--- src/rtl/echo_ranger_pkg.sv ---
`default_nettype none
// ---------------------------------------------------------------------------
// echo_ranger_pkg : shared state encoding and default constants (rev 1.0)
// ---------------------------------------------------------------------------
package echo_ranger_pkg;

  localparam int DIST_W_DEF      = 9;
  localparam int CM_DIV_DEF      = 58;
  localparam int ARM_TO_US_DEF   = 30000;
  localparam int MAX_ECHO_US_DEF = 25000;

  localparam logic [1:0] ST_IDLE    = 2'd0;
  localparam logic [1:0] ST_ARMED   = 2'd1;
  localparam logic [1:0] ST_MEASURE = 2'd2;
  localparam logic [1:0] ST_DONE    = 2'd3;

  // Bits needed for a counter that runs 0 .. n-1.
  function automatic int cnt_width(input int n);
    return (n <= 2) ? 1 : $clog2(n);
  endfunction

endpackage
`default_nettype wire

--- src/rtl/echo_ranger_if.sv ---
`default_nettype none
// ---------------------------------------------------------------------------
// echo_ranger_if : trigger/echo inputs and distance/status outputs (rev 1.0)
// ---------------------------------------------------------------------------
interface echo_ranger_if
  import echo_ranger_pkg::*;
#(
  parameter int DIST_W = DIST_W_DEF
);
  logic              trig;
  logic              echo;
  logic [DIST_W-1:0] dist_cm;
  logic              dist_valid;
  logic              timeout;
  logic              busy;

  modport master (output trig, echo, input dist_cm, dist_valid, timeout, busy);
  modport slave  (input trig, echo, output dist_cm, dist_valid, timeout, busy);
endinterface
`default_nettype wire

--- src/rtl/echo_ranger_sync.sv ---
`default_nettype none
// ---------------------------------------------------------------------------
// echo_sync : 2-flop echo synchroniser with a history flop for edge pulses (rev 1.0)
// ---------------------------------------------------------------------------
module echo_sync
  import echo_ranger_pkg::*;
(
  input  logic clk_1m,
  input  logic rst_n,
  input  logic echo_raw,
  output logic level,
  output logic rise,
  output logic fall
);
  logic [2:0] sync_q;

  always_ff @(posedge clk_1m or negedge rst_n) begin
    if (!rst_n) sync_q <= '0;
    else        sync_q <= {sync_q[1:0], echo_raw};
  end

  // level lags the edge pulses by one cycle, so the rise cycle is not
  // counted but the fall cycle is: the counted width equals the raw width.
  assign level = sync_q[2];
  assign rise  = sync_q[1] & ~sync_q[2];
  assign fall  = ~sync_q[1] & sync_q[2];
endmodule
`default_nettype wire

--- src/rtl/echo_ranger.sv ---
`default_nettype none
// ---------------------------------------------------------------------------
// echo_ranger : trig-armed echo width to cm ranger; RANGE_AVG_EN adds 4-sample avg (rev 1.0)
// ---------------------------------------------------------------------------
module echo_ranger
  import echo_ranger_pkg::*;
#(
  parameter int DIST_W      = DIST_W_DEF,
  parameter int CM_DIV      = CM_DIV_DEF,
  parameter int ARM_TO_US   = ARM_TO_US_DEF,
  parameter int MAX_ECHO_US = MAX_ECHO_US_DEF
) (
  input  logic         clk_1m,
  input  logic         rst_n,
  echo_ranger_if.slave bus
);
  localparam int US_W  = cnt_width((ARM_TO_US > MAX_ECHO_US) ? ARM_TO_US : MAX_ECHO_US);
  localparam int SUB_W = cnt_width(CM_DIV);
  localparam logic [US_W-1:0]   ARM_LAST  = US_W'(ARM_TO_US - 1);
  localparam logic [US_W-1:0]   ECHO_LAST = US_W'(MAX_ECHO_US - 1);
  localparam logic [SUB_W-1:0]  SUB_LAST  = SUB_W'(CM_DIV - 1);
  localparam logic [DIST_W-1:0] CM_MAX    = '1;

  logic              trig_q;
  logic              trig_fall;
  logic              echo_level;
  logic              echo_rise;
  logic              echo_fall;
  logic [1:0]        state;
  logic [US_W-1:0]   us_cnt;
  logic [SUB_W-1:0]  sub_cnt;
  logic [DIST_W-1:0] cm_cnt;

  echo_sync u_sync (
    .clk_1m   (clk_1m),
    .rst_n    (rst_n),
    .echo_raw (bus.echo),
    .level    (echo_level),
    .rise     (echo_rise),
    .fall     (echo_fall)
  );

  assign trig_fall = trig_q & ~bus.trig;
  assign bus.busy  = (state == ST_ARMED) || (state == ST_MEASURE);

  always_ff @(posedge clk_1m or negedge rst_n) begin
    if (!rst_n) begin
      trig_q      <= 1'b0;
      state       <= ST_IDLE;
      us_cnt      <= '0;
      sub_cnt     <= '0;
      cm_cnt      <= '0;
      bus.timeout <= 1'b0;
    end else begin
      trig_q      <= bus.trig;
      bus.timeout <= 1'b0;
      // A new trigger wins over everything; DONE still publishes its result.
      if (trig_fall) begin
        state   <= ST_ARMED;
        us_cnt  <= '0;
        sub_cnt <= '0;
        cm_cnt  <= '0;
      end else begin
        case (state)
          ST_ARMED: begin
            if (echo_rise) begin
              state  <= ST_MEASURE;
              us_cnt <= '0;
            end else if (us_cnt == ARM_LAST) begin
              bus.timeout <= 1'b1;
              state       <= ST_IDLE;
            end else begin
              us_cnt <= us_cnt + US_W'(1);
            end
          end
          ST_MEASURE: begin
            if (us_cnt == ECHO_LAST) begin
              bus.timeout <= 1'b1;
              state       <= ST_IDLE;
            end else begin
              if (echo_level) begin
                us_cnt <= us_cnt + US_W'(1);
                if (sub_cnt == SUB_LAST) begin
                  sub_cnt <= '0;
                  if (cm_cnt != CM_MAX) cm_cnt <= cm_cnt + DIST_W'(1);
                end else begin
                  sub_cnt <= sub_cnt + SUB_W'(1);
                end
              end
              if (echo_fall) state <= ST_DONE;
            end
          end
          ST_DONE: state <= ST_IDLE;
          default: state <= ST_IDLE;
        endcase
      end
    end
  end

`ifdef RANGE_AVG_EN
  logic [3:0][DIST_W-1:0] avg_buf;
  logic [2:0]             avg_fill;
  logic                   avg_pend;
  logic [DIST_W+1:0]      avg_sum;

  assign avg_sum = {2'b00, avg_buf[0]} + {2'b00, avg_buf[1]}
                 + {2'b00, avg_buf[2]} + {2'b00, avg_buf[3]};

  always_ff @(posedge clk_1m or negedge rst_n) begin
    if (!rst_n) begin
      avg_buf        <= '0;
      avg_fill       <= '0;
      avg_pend       <= 1'b0;
      bus.dist_cm    <= '0;
      bus.dist_valid <= 1'b0;
    end else begin
      avg_pend       <= (state == ST_DONE);
      bus.dist_valid <= 1'b0;
      if (state == ST_DONE) begin
        avg_buf <= {avg_buf[2:0], cm_cnt};
        if (avg_fill != 3'd4) avg_fill <= avg_fill + 3'd1;
      end
      // Sum is taken one cycle after the shift so it includes the new sample.
      if (avg_pend && (avg_fill == 3'd4)) begin
        bus.dist_cm    <= avg_sum[DIST_W+1:2];
        bus.dist_valid <= 1'b1;
      end
    end
  end
`else
  always_ff @(posedge clk_1m or negedge rst_n) begin
    if (!rst_n) begin
      bus.dist_cm    <= '0;
      bus.dist_valid <= 1'b0;
    end else begin
      bus.dist_valid <= (state == ST_DONE);
      if (state == ST_DONE) bus.dist_cm <= cm_cnt;
    end
  end
`endif

endmodule
`default_nettype wire

--- src/flat_wrapper.sv ---
// flat-port wrapper written by rule: the top's interface ports become plain ports
module echo_ranger_flat import echo_ranger_pkg::*;
#(
  parameter int DIST_W      = DIST_W_DEF,
  parameter int CM_DIV      = CM_DIV_DEF,
  parameter int ARM_TO_US   = ARM_TO_US_DEF,
  parameter int MAX_ECHO_US = MAX_ECHO_US_DEF
)
  (clk_1m, rst_n, bus_trig, bus_echo, bus_dist_cm, bus_dist_valid, bus_timeout, bus_busy);
  echo_ranger_if #(.DIST_W(DIST_W)) bus_i ();
  input  logic clk_1m;
  input  logic rst_n;
  input wire logic [$bits(bus_i.trig)-1:0] bus_trig;
  input wire logic [$bits(bus_i.echo)-1:0] bus_echo;
  output wire logic [$bits(bus_i.dist_cm)-1:0] bus_dist_cm;
  output wire logic [$bits(bus_i.dist_valid)-1:0] bus_dist_valid;
  output wire logic [$bits(bus_i.timeout)-1:0] bus_timeout;
  output wire logic [$bits(bus_i.busy)-1:0] bus_busy;
  assign bus_i.trig = bus_trig;
  assign bus_i.echo = bus_echo;
  assign bus_dist_cm = bus_i.dist_cm;
  assign bus_dist_valid = bus_i.dist_valid;
  assign bus_timeout = bus_i.timeout;
  assign bus_busy = bus_i.busy;
  echo_ranger #(.DIST_W(DIST_W), .CM_DIV(CM_DIV), .ARM_TO_US(ARM_TO_US), .MAX_ECHO_US(MAX_ECHO_US)) u_core (.clk_1m(clk_1m), .rst_n(rst_n), .bus(bus_i));
endmodule
--- config.mk ---
export PLATFORM = sky130hd
export DESIGN_NAME = echo_ranger_flat
export DESIGN_NICKNAME = d
export VERILOG_FILES = /design/src/rtl/echo_ranger_pkg.sv /design/src/rtl/echo_ranger_if.sv /design/src/rtl/echo_ranger_sync.sv /design/src/rtl/echo_ranger.sv /design/src/flat_wrapper.sv
export SDC_FILE = /design/constraint.sdc
export NUM_CORES = 1
export LEC_CHECK = 0
export ABC_CLOCK_PERIOD_IN_PS = 6700
export CAP_MARGIN = 10
export CORE_ASPECT_RATIO = 1.5
export CORE_MARGIN = 2
export CORE_UTILIZATION = 60
export DETAILED_ROUTE_END_ITERATION = 16
export PLACE_DENSITY = 0.77
export SYNTH_ARGS = -nofsm -noshare
export SYNTH_HDL_FRONTEND = slang
export SYNTH_SLANG_ARGS = --single-unit
export TNS_END_PERCENT = 1
--- constraint.sdc ---
create_clock -name clk_1m -period 6.7 [get_ports clk_1m]
set_input_delay 1.34 -clock clk_1m [delete_from_list [all_inputs] [get_ports clk_1m]]
set_output_delay 1.34 -clock clk_1m [all_outputs]
set_load 0.005 [all_outputs]
==> run metrics, run 1 <==
top-area cell type share of the netlist area=47.5%; outcome=finished, final reports clean; Post-Route Setup TNS=0 ps; Avg WL per Cell=16.1 um; first-pass GRT wire length=8750 um; Setup-failing EPs final=0; Static Leak=1.12 nW; startpoint types=flop; hold buffers post-CTS=0; Synth cell types=47; die width=56.4 um; Routability Congestion=0.856; syn avg cell area=9.78 um^2; Tcrit/Tclk final=45.2%; number of max-cap violations=0; Iter 0 DRT Violations=68; Nets=279; Post-synth top cells=dfrtp_1, nand2_1, nor2_1; main flop type after synthesis=dfrtp_1; Simple-Gate Fraction of Synth Area=20.8%; number of flops mapped to enable cells by yosys=0; GRT Util Overall=24.0%; post-synthesis adder-cell area fraction=4.55%; PD cells=205 mW/mm^2; mux contribution to synthesized area=5.71%; antenna violations before repair=0; syn_nets=266; Filler cells=300; Slew @ Worst Pin=1130 ps; asr flop ratio synth=100%; Synth Instances=253; via count=2,004; post-cts sizing count=0; crit path capture type=primary output; dpl cells=304; Finished Layout Cells=312; row cnt=28; Final ANT Viol Nets=0; worst vdd ir=165 uV; FMAX=0.330 GHz; # diodes=0; post-CTS setup buffer count=0; grt total ovfl=0; area grow syn2layout=11.1%; DR pass1 iterations=4; worst skew pair latency=300 ps; Placed Area=0.00265 mm^2; Synth Area in Compound Gates=18.3%; Total Power=0.000563 W; top cells by area, synth=dfrtp_1, ha_1, mux2_2; Worst Setup Path Type=flop to primary output; Worst EP required=5360 ps; clock skew=7.49 ps; clock root cell=clkbuf_8; Core Area=0.00396 mm^2; vias in the first global route=1,925; XOR/XNOR Fraction of Synth Area=0.354%; Yosys top cell by area=dfrtp_1; Final HPWL DP=3520 um; fin. max-slew vios=0; setup repair after global routing missed its margin=no; # port buffers=15; count leader, synth=dfrtp_1; Initial Utilization=62.5%; Die ar.=0.00467 mm^2; Worst Path Arrival=1690 ps; Clock Sinks=47; layout cells sized above 1=10.5%; # H-tree levels=2; largest family of logic cells by synthesized area=simple AND/OR/NAND/NOR gates; crit-path max FO=5; relative slew slack=24.2%; DIE HEIGHT=82.7 um; pin count of the biggest net entering global routing=48; IO Count=16; clock slew at reported path FFs=80 ps; fin area=0.00275 mm^2; final core occ=69.4%; CTS tree=done; Clk pwr share=34.1%; Period minus WS final=3030 ps; Vias/cell=6.42; TritonCTS Buffers=5; # DRC=0; synthesized area=0.00247 mm^2; Hold Path Class=flop to flop; Hold Violations, Final=0; sequential share of power=54.5%; flops & latches, synth=47; P_sw=0.000139 W; synth warn=0; Max Root-Sink Buffers=2; Comb power frac=11.4%; internal power=0.000423 W; sequential share of the synthesized area=47.5%; total wire length=5030 um; switching share of total power=24.8%
-- layout by cell type, fill, tap and decap left out, drive strengths merged, types with 2 or more instances in the layout --
cell type and count:
nor2 22, nor3 3, nand4 6, mux2 9, buf 2, nor2b 3
a221o 2, clkdlybuf4s50 14, or3 2, o41ai 2, nand4b 3, a31oi 4
mux2i 4, or4 4, o31ai 8, o21ai 20, a211oi 2, and2 2
clkbuf 7, and3 2, inv 8, a311oi 3, a41oi 3, o22ai 2
nand3 15, ha 9, nand2 26, a21oi 13, nand2b 4, dfrtp 47
-- flip-flops by register name, indices dropped and copies added (netlist names) --
| name | cells |
|---|---|
| u_core.u_sync.sync_q | 3 |
| u_core.trig_q | 1 |
| u_core.cm_cnt | 9 |
| u_core.bus.dist_cm | 9 |
| u_core.state | 2 |
| u_core.bus.timeout | 1 |
| u_core.us_cnt | 15 |
| u_core.sub_cnt | 6 |
| u_core.bus.dist_valid | 1 |
-- path summary, 6_finish.rpt --
kind	startpoint	end	slack, ps	depth (start not counted)
worst max-delay path	u_core.state[0]	bus_busy	3670	4
worst min-delay path	u_core.u_sync.sync_q[0]	u_core.u_sync.sync_q[1]	350	0
worst max register to register	u_core.us_cnt[6]	u_core.us_cnt[13]	4090	5
worst min register to register	u_core.u_sync.sync_q[0]	u_core.u_sync.sync_q[1]	350	0
max in group asynchronous	rst_n	u_core.bus.timeout	4870	1
min in group asynchronous	rst_n	u_core.us_cnt[12]	1190	1
-- power groups by stage --
stage                     sequential [W]  clock, W  combinational, W
after detailed placement        0.000312         0         0.0000648
final                           0.000307  0.000192         0.0000643
after CTS                       0.000307  0.000196         0.0000652
after global routing            0.000309  0.000205         0.0000720
after floorplan                 0.000311         0         0.0000325
after global placement          0.000312         0         0.0000641
-- metal layers --
metal | GRT usage [%] | up-vias | part of all wire (%)
li1 | - | 971 | -
met3 | 4.05 | 11 | 2.8
met2 | 43.8 | 37 | 52
met1 | 27.3 | 985 | 43
met4 | 11.0 | 0 | 2.1
met5 | 0 | - | 0
-- critical path: stages, from the launching register on --
cell and delay [ps]:
dfrtp_1 410, inv_1 60, ha_1 350, inv_1 80, clkdlybuf4s50_1 490
-- cell families after synthesis --
kind of cell | count (synthesis)
adders and majority gates | 9
DFF | 47
and+or+nand+nor | 98
buffers and inverters | 18
xor gates and xnor gates | 1
muxes | 13
AOI/OAI and AO/OA | 67
-- through the flow --
| step | hold slack [ps] | setup WS [ps] |
|---|---|---|
| floorplan | 331 | 4240 |
| finish | 355 | 3670 |
| global placement | 334 | 3560 |
| detailed placement | 337 | 3490 |
| global route | 389 | 3590 |
| CTS | 357 | 3660 |
-- layout make-up --
| class | count | area (um^2) | area share, % |
|---|---|---|---|
| clock buffers | 7 | 96.3 | 3.50 |
| well taps | 45 | 56.3 | 2.05 |
| flip-flops and latches | 47 | 1180 | 42.8 |
| inverters | 8 | 30.0 | 1.09 |
| clock inverters | 1 | 7.51 | 0.273 |
| repair buffers | 16 | 153 | 5.55 |
| multi-input cells | 188 | 1230 | 44.7 |
No activity file was read; power rests on OpenSTA's default activity.
==> run 2: changes to the inputs <==
- ABC_CLOCK_PERIOD_IN_PS: 6700 -> 2400
- CORE_UTILIZATION: 60 -> 53
- PLACE_DENSITY: 0.77 -> 0.71
- clock period: 6.7 -> 2.4 ns (I/O delays scaled with it)
==> run metrics, run 2 (synthesis results as in run 1) <==
Die ar.=0.00524 mm^2 (+12%); Placed Area=0.00281 mm^2 (+6.4%); area grow syn2layout=18.0%; Routability Congestion=0.892 (+4.3%); crit path capture type=flop; CTS tree=done; Final HPWL DP=3980 um (+13%); fin area=0.00292 mm^2 (+6.3%); Nets=301 (+7.9%); Clock Sinks=47 (unchanged); Post-Route Setup TNS=0 ps (unchanged); outcome=finished, final reports clean; via count=2,122 (+5.9%); fin. max-slew vios=0 (unchanged); Worst Path Arrival=2560 ps (+870 ps); Setup-failing EPs final=0 (unchanged); DIE HEIGHT=87.7 um (+6.1%); DR pass1 iterations=4 (unchanged); GRT Util Overall=23.3% (-0.71 points); antenna violations before repair=0 (unchanged); vias in the first global route=2,074 (+7.7%); biggest regs=u_core.us_cnt: 15 flops, u_core.bus.dist_cm: 9 flops, u_core.cm_cnt: 9 flops; row cnt=30 (+7.1%); TritonCTS Buffers=5 (unchanged); Period minus WS final=2370 ps; Static Leak=1.24 nW (+11%); Tcrit/Tclk final=98.7%; grt total ovfl=0 (unchanged); total wire length=5500 um (+9.2%); Slew @ Worst Pin=722 ps (-404 ps); # port buffers=15 (unchanged); layout cells sized above 1=17.6% (+7.2 points); final core occ=64.9% (-4.6 points); Core Area=0.00450 mm^2 (+14%); worst vdd ir=383 uV (+130%); hold slack=109 ps (-246 ps); most common cell after layout, fill and taps aside=dfrtp_1; Worst Setup Path Type=flop to flop; Largest Register=u_core.us_cnt; # diodes=0 (unchanged); number of max-cap violations=0 (unchanged); Hold Path Class=input port to async pin; most frequent cells in the layout=dfrtp_1, nand2_1, buf_4; clock skew=7.84 ps (+0.350 ps); IO Count=16 (unchanged); Vias/cell=6.30 (-2.0%); setup repair after global routing missed its margin=yes; # H-tree levels=2 (unchanged); startpoint types=flop; pin count of the biggest net entering global routing=20 (-58%); # DRC=0 (unchanged); clock slew at reported path FFs=90 ps (about the same); max FFs per register=15 (unchanged); PD cells=531 mW/mm^2 (+160%); Max Root-Sink Buffers=2 (unchanged); clock root cell=clkbuf_8; crit-path max FO=5 (unchanged); Final ANT Viol Nets=0 (unchanged); Initial Utilization=54.9% (-7.6 points); FMAX=0.422 GHz; worst skew pair latency=300 ps (about the same); hold buffers post-CTS=0 (unchanged); Hold Violations, Final=0 (unchanged); die width=59.8 um (+5.9%); Avg WL per Cell=16.3 um (+1.1%); first-pass GRT wire length=9340 um (+6.7%); relative slew slack=51.9% (+28 points); Worst EP required=2590 ps (-2770 ps); Total Power=0.00155 W (+180%); Iter 0 DRT Violations=151 (+120%)
[run 2: report_power, final]
part / switching, W / total, W / internal (W)
sequential: 0.0000215 / 0.000850 / 0.000828
clock: 0.000278 / 0.000486 / 0.000208
combinational: 0.000105 / 0.000216 / 0.000112
[run 2: layout make-up]
class / instances / area, um^2
clock inverters: 3 / 25.0
repair buffers: 38 / 318
inverters: 8 / 30.0
fillers: 389 / 1580
well taps: 48 / 60.1
clock buffers: 5 / 68.8
flip-flops and latches: 47 / 1180
multi-input cells: 188 / 1240
[run 2: worst paths after layout]
kind	startpoint	cells past startpoint	to	slack (ps)
setup / recovery	u_core.us_cnt[6]	5	u_core.state[0]	30
max in group asynchronous	rst_n	2	u_core.u_sync.sync_q[1]	1670
hold reg to reg	u_core.u_sync.sync_q[0]	0	u_core.u_sync.sync_q[1]	360
min in group clk_1m	u_core.u_sync.sync_q[0]	0	u_core.u_sync.sync_q[1]	360
hold / removal	rst_n	1	u_core.state[0]	110
setup reg to reg	u_core.us_cnt[6]	5	u_core.state[0]	30
[run 2: timing repair]
action	in CTS	in global routing
buffers inserted	0	0
setup endpoints to repair	0	12
resized for setup	0	3
hold endpoints to repair	0	0
[run 2: critical path, cell delays in order, from the launching register on]
cell and delay, ps:
dfrtp_1 400, or4b_4 580, or4_4 600, a211oi_2 230, a21oi_1 100, a221o_1 350
[run 2: layer usage]
metal  GRT usage [%]  wire length, um
met1            27.4             2220
met2            41.1             2980
met5               0                0
met3            3.55              144
met4            9.90              146
[run 2: through the flow]
step | setup slack (ps) | instances
finish | 31.8 | 337
global route | -15.9 | 337
floorplan | 74.7 | 253
CTS | 17.9 | 337
detailed placement | 37.7 | 329
global placement | 71.8 | 329
